**src/rtl/sp_ram_arbiter.sv**
```systemverilog
// sp_ram_arbiter
// Two-requester round-robin arbiter in front of one single-port RAM whose
// read address is registered, so read data appears one cycle after the
// address. One RAM instance serves both a loader and a compute core.
// Each requester issues single-word reads or writes over valid/ready. Read
// data comes back on that requester's response strobe exactly one cycle
// after acceptance.
//
// Optional feature macro: SP_RAM_ARB_INIT_CLR_EN
//   When defined, every reset is followed by a clear pass that writes zero to
//   every RAM word, with busy high and both readies held low. When it is not
//   defined, the arbiter runs straight out of reset and busy is tied low.
//
// Ports:
//   clka, rsta                    clock and synchronous active-high reset
//   reqN_valid/we/addr/wdata      requester N transaction (hold until ready)
//   reqN_ready                    requester N transaction accepted this cycle
//   rspN_valid/rdata              requester N read response (one cycle)
//   ram_addra/dina/wea            drive to the RAM port
//   ram_douta                     RAM read data (registered-address RAM)
//   busy                          init clear in progress

module sp_ram_arbiter #(
   parameter int ADDR_W = 10,
   parameter int DATA_W = 72
) (
   input  logic              clka,
   input  logic              rsta,
   input  logic              req0_valid,
   input  logic              req0_we,
   input  logic [ADDR_W-1:0] req0_addr,
   input  logic [DATA_W-1:0] req0_wdata,
   output logic              req0_ready,
   output logic              rsp0_valid,
   output logic [DATA_W-1:0] rsp0_rdata,
   input  logic              req1_valid,
   input  logic              req1_we,
   input  logic [ADDR_W-1:0] req1_addr,
   input  logic [DATA_W-1:0] req1_wdata,
   output logic              req1_ready,
   output logic              rsp1_valid,
   output logic [DATA_W-1:0] rsp1_rdata,
   output logic [ADDR_W-1:0] ram_addra,
   output logic [DATA_W-1:0] ram_dina,
   output logic              ram_wea,
   input  logic [DATA_W-1:0] ram_douta,
   output logic              busy
);

   logic              last_grant;
   logic              rsp_pend;
   logic              rsp_owner;
   logic              run;
   logic              clearing;
   logic [ADDR_W-1:0] clr_addr;
   logic              xfer;
   logic              grant_idx;
   logic              grant_we;
   logic [ADDR_W-1:0] grant_addr;
   logic [DATA_W-1:0] grant_wdata;

`ifdef SP_RAM_ARB_INIT_CLR_EN
   typedef enum logic {ST_CLEAR, ST_RUN} state_t;

   state_t            state;
   state_t            state_next;
   logic [ADDR_W-1:0] clr_cnt;

   always_ff @(posedge clka) begin
      if (rsta) begin
         state   <= ST_CLEAR;
         clr_cnt <= '0;
      end else begin
         state <= state_next;
         if (state == ST_CLEAR) begin
            clr_cnt <= clr_cnt + {{(ADDR_W-1){1'b0}}, 1'b1};
         end
      end
   end

   // The clear leaves once the last word has been written; the counter wraps
   // back to zero on that same edge, ready for the next reset.
   always_comb begin
      state_next = state;
      clearing   = 1'b0;
      run        = 1'b0;
      case (state)
         ST_CLEAR: begin
            clearing = !rsta;
            if (clr_cnt == {ADDR_W{1'b1}}) begin
               state_next = ST_RUN;
            end
         end
         ST_RUN: begin
            run = !rsta;
         end
         default: begin
            state_next = ST_RUN;
         end
      endcase
   end

   assign clr_addr = clr_cnt;
`else
   assign run      = !rsta;
   assign clearing = 1'b0;
   assign clr_addr = '0;
`endif

   // Grant is combinational. Under contention the requester that did not win
   // last time is granted, which gives strict alternation. Everything is
   // gated by reset so the RAM never sees a write while rsta is high.
   always_comb begin
      grant_idx = 1'b0;
      if (req0_valid && req1_valid) begin
         grant_idx = ~last_grant;
      end else if (req1_valid) begin
         grant_idx = 1'b1;
      end
      xfer        = run && (req0_valid || req1_valid);
      grant_we    = grant_idx ? req1_we    : req0_we;
      grant_addr  = grant_idx ? req1_addr  : req0_addr;
      grant_wdata = grant_idx ? req1_wdata : req0_wdata;
      req0_ready  = xfer && !grant_idx;
      req1_ready  = xfer && grant_idx;

      ram_wea   = 1'b0;
      ram_addra = '0;
      ram_dina  = '0;
      if (clearing) begin
         ram_wea   = 1'b1;
         ram_addra = clr_addr;
      end else if (xfer) begin
         ram_wea   = grant_we;
         ram_addra = grant_addr;
         ram_dina  = grant_we ? grant_wdata : '0;
      end
   end

   // The pointer moves only on a transfer. A read leaves a one-cycle pending
   // response tagged with its owner; the RAM output lines up with it.
   always_ff @(posedge clka) begin
      if (rsta) begin
         last_grant <= 1'b1;
         rsp_pend   <= 1'b0;
         rsp_owner  <= 1'b0;
      end else begin
         rsp_pend <= xfer && !grant_we;
         if (xfer) begin
            last_grant <= grant_idx;
            rsp_owner  <= grant_idx;
         end
      end
   end

   assign rsp0_valid = rsp_pend && !rsp_owner && !rsta;
   assign rsp1_valid = rsp_pend && rsp_owner && !rsta;
   assign rsp0_rdata = rsp0_valid ? ram_douta : '0;
   assign rsp1_rdata = rsp1_valid ? ram_douta : '0;
   assign busy       = clearing;

endmodule

```
**config.mk**
```make
export PLATFORM = sky130hd
export DESIGN_NAME = sp_ram_arbiter
export DESIGN_NICKNAME = d
export VERILOG_FILES = /design/src/rtl/sp_ram_arbiter.sv
export SDC_FILE = /design/constraint.sdc
export NUM_CORES = 1
export LEC_CHECK = 0
export BUFFER_PORTS_ARGS = -buffer_cell sky130_fd_sc_hd__buf_2
export CAP_MARGIN = 20
export CELL_PAD_IN_SITES_DETAIL_PLACEMENT = 0
export CELL_PAD_IN_SITES_GLOBAL_PLACEMENT = 1
export CORE_AREA = 2 2 182 184
export DETAILED_ROUTE_END_ITERATION = 10
export DIE_AREA = 0 0 184 186
export MAX_ROUTING_LAYER = met4
export PLACE_DENSITY = 0.49
export SLEW_MARGIN = 40
export SYNTH_ARGS = -nofsm -noshare
export SYNTH_HDL_FRONTEND = slang
export SYNTH_SLANG_ARGS = --single-unit
```
**constraint.sdc**
```tcl
create_clock -name clka -period 2.6 [get_ports clka]
set_input_delay 0.65 -clock clka [delete_from_list [all_inputs] [get_ports clka]]
set_output_delay 0.65 -clock clka [all_outputs]
set_load 0.03 [all_outputs]
```
After elaboration in Yosys (flattened, before gate mapping)
Cells that the tools add are included.
{ "word_totals": {"register_bits": 3, "latchBits": 0, "ram_bits": 0, "romBits": 0, "word_cells": 29, "n_memories": 0} }
{ "classes": {"addsub": 0, "mul": 0, "div_mod_pow": 0, "order_cmp": 0, "eq_ne": 0, "n_shift": 0, "n_mux": 11, "bitwise": 1, "n_reduce_logical": 14} }
{ "op_table": {"columns": ["op", "count"], "rows": [
  ["$mux W72", 5],
  ["$mux W10", 2],
  ["$logic_and A1 B1 Y1", 9],
  ["$logic_not A1 Y1", 4],
  ["$mux W1", 4],
  ["$logic_or A1 B1 Y1", 1],
  ["$not A1 Y1", 1]
]} }

Longest topological paths before layout
{ "depth": {"ltp_word": 5, "mapped_depth": 5, "ltp_nobuf": 3} }

Least setup slack after synthesis
OpenSTA, ideal clock, no wires.
{ "synth_path": {"path_type": "input port to output port", "startpoint": "in rsta", "endpoint": "out rsp0_rdata[62]", "arrival_ps": 1967, "required_ps": 1950, "setup_slack_ps": -17, "stages": 4, "path_cell_list": "buf_2 > nor3b_2 > clkbuf_1 > and2_1"} }
{ "synth_via": {"elab_chain_cells": 3} }
{ "synth_rtl": {"columns": ["element", "line", "rtl"], "rows": [
  ["start, declared", "28", "input logic rsta,"],
  ["$logic_not A1 Y1", "156", "assign rsp0_valid = rsp_pend && !rsp_owner && !rsta;"],
  ["$logic_and A1 B1 Y1", "156", null],
  ["named net rsp0_valid", "34", "output logic rsp0_valid,"],
  ["$mux W72", "158", "assign rsp0_rdata = rsp0_valid ? ram_douta : '0;"],
  ["end, declared", "35", "output logic [DATA_W-1:0] rsp0_rdata,"]
]} }
The timed path passes the listed nets, and every way through them passes these cells.

Worst setup path in the final report
{ "layout_path": {"startpoint": "in req1_valid", "endpoint": "out ram_dina[51]"} }
{ "layout_via": {"elab_chain_cells": 5, "elab_cells_between_ends": 9, "classes_between": "mux (6); reduce/logical (3)"} }
{ "layout_rtl": {"columns": ["element", "line", "rtl"], "rows": [
  ["start, declared", "36", "input logic req1_valid,"],
  ["$mux W1 / $logic_and A1 B1 Y1 (equally long branches)", "117, 115", null],
  ["$mux W1", "115", "if (req0_valid && req1_valid) begin"],
  ["$mux W72 / $mux W1 (equally long branches)", "123, 121", null],
  ["$mux W72", "136", "ram_dina = grant_we ? grant_wdata : '0;"],
  ["$mux W72 (*)", "133", "end else if (xfer) begin"],
  ["end, declared", "44", "output logic [DATA_W-1:0] ram_dina,"]
]} }
Every way passes the cells marked *; elsewhere a longest branch is shown, timed or not.

==> results.yml <==
timing:
  hold_viol_final: 0
  setup-violations-final: 0
  drv_slew: 0
  rsz0062_at_grt: "yes"
  min_period_ps: 2560
  worst_hold_slack_ps: 605
  period_share_pct: 98.6
  setup_ws_ps: 35.4
  max_freq_mhz: 390
  skew_ps: 0.270
critical_path:
  required_ps: 1950
  cp-start-kind: "input port"
  end_kind: "output pin"
  cp_data_arrival_time_ps: 1910
  crit_type: "in2out"
  worstPathMaxFanout: 16
global_route:
  antenna_found_initial: 1
  grt_usage_pct: 10.7
  grt_max_degree: 74
  grt_pass1_wl_um: 26300
  grt_pass1_vias: 4304
  grt_overflow_total: 0
power:
  powerDensity_nw_per_um2: 206
  p_leak_nw: 3.47
  ir_drop_uv: 130
  design_power_total_mw: 1.17
detailed_routing:
  met2_wirelength_um: 10100
  drc: 0
  wl_per_cell_um: 15.3
  firstDrtPassIters: 4
  via_count: 4716
  via_per_inst: 3.57
  wl_um: 20200
  routed-wl-met3_um: 1790
  drtAntennaViolNets: 0
  drt-met1-wl_um: 7890
  highest_layer: "met4"
  drtIter0Drc: 106
layout:
  final_area_um2: 5710
  nFillCells: 3753
  area_delta_synth_final_pct: 134
  final_cells: 1320
  drive_gt1_share_pct: 59.7
  fin_nets: 1154
place:
  place_inst: 1310
  gp_congestion: 0.814
  dp_hpwl_um: 17600
  dpl-instance-area_um2: 5550
  dpl_worst_slack_ps: 11.1
  portBuffers: 472
run:
  cap_violations: 0
synth:
  ys.flop_type: "dfxtp_1"
  ys_seq_elements: 3
  ys_types: 25
  yosysTopAreaCell: "and2_1"
  seq_area_frac_synth_pct: 2.47
  syn_inst: 436
  synth.area.top_cells: "and2_1 (37%), nand2_1 (22%), a21oi_1 (10%)"
  syn_nets: 678
  syn_area_um2: 2430
  synth_area_per_cell_um2: 5.58
  yosys_warnings: 0
  synthArstFlopShare_pct: 0
  synth_edf_count: 0
  synth_top_area_share_pct: 37.0
  synth_common_cells: "nand2_1 (145), and2_1 (144), a21oi_1 (50)"
  yosysMostFrequentCell: "nand2_1"
floorplan:
  die_w_um: 184
  coreArea_um2: 32200
  row_count: 66
  dieHeight_um: 186
  initial_core_util_pct: 7.56
  io_pins: 474
  die-area_um2: 34200
clocking:
  htree_levels: 1
  cts_hold_buffers: 0
  cts_buffers: 3
  clk_pin_slew_ps: 30
  cts_tree: "built"
  clockBufferDepth: 2
  cts_root_buf: "clkbuf_16"
  clock_sinks: 3
  clk_latency_ps: 230
worst_hold_path:
  worstHoldPathType: "reg2reg"
run_status:
  status: "finished, final reports clean"
cells by family (layout without fill, tap and decap cells):
family | after synthesis | after routing | share of synthesized area, %
simple gates | 299 | 299 | 62.1
compound gates | 89 | 89 | 25.0
buf+inv | 44 | 519 | 10.3
other cells | 1 | 2 | 0.154
flops | 3 | 3 | 2.47
worst max-delay path, stage by stage:
cell and delay [ps]:
buf_2 130, or2b_1 280, a32oi_4 270, buf_12 200, buf_12 150, a21oi_1 40, buf_2 170
placed cells by master, fill, tap and decap left out, drive strengths merged:
master and instances:
a22o 10, a32oi 1, dfxtp 3, a21oi 73, o32a 1, a21boi 1, inv 2, and2 144
o21ai 2, nor3b 1, nand2 145, or2b 1, and3b 1, nor3 1, buf 511, clkbuf 6
conb 1, a21bo 1, nor2b 3, diode 1, nand2b 1, nor2 2
final timing paths:
check	end	depth (start not counted)	from	slack, ps
min reg2reg	last_grant	3	last_grant	600
max	ram_dina[51]	7	req1_valid	40
min	last_grant	3	last_grant	600
max reg2reg	rsp_pend	4	last_grant	1470
final cells by class:
type	count	area, um^2	area share, %
diodes	1	2.50	0.0439
well taps	408	510	8.95
clock buffers	4	78.8	1.38
repair buffers	513	2910	51.0
multi-input cells	389	2140	37.5
inverters	2	7.51	0.132
flip-flops and latches	3	60.1	1.05
power by group:
| part | switching (mW) | total, mW | internal (mW) |
|---|---|---|---|
| sequential | 0.00394 | 0.0536 | 0.0496 |
| clock | 0.0430 | 0.245 | 0.202 |
| combinational | 0.522 | 0.874 | 0.352 |
state kept, by name, summed over array words and instances (netlist names):
name	count
last_grant	1
rsp_owner	1
rsp_pend	1
repair_timing:
action	CTS	global route
setup buffers	0	4
endpoints found under the setup margin	0	63
gates resized for setup	0	11
per-layer routing:
| metal | vias to the layer above | GRT usage (%) |
|---|---|---|
| li1 | 2327 | - |
| met1 | 2070 | 12.1 |
| met2 | 300 | 19.6 |
| met3 | 19 | 2.11 |
| met4 | 0 | 2.40 |
| met5 | - | - |
metrics by stage:
step	setup TNS (ps)	utilization [%]
2_1_floorplan	0	-
4_1_cts	0	17.5
5_1_grt	-566	17.7
3_3_place_gp	-101	17.2
6_report	0	17.7
3_5_place_dp	0	17.2
Note: power is estimated with default switching activity, not from simulation.
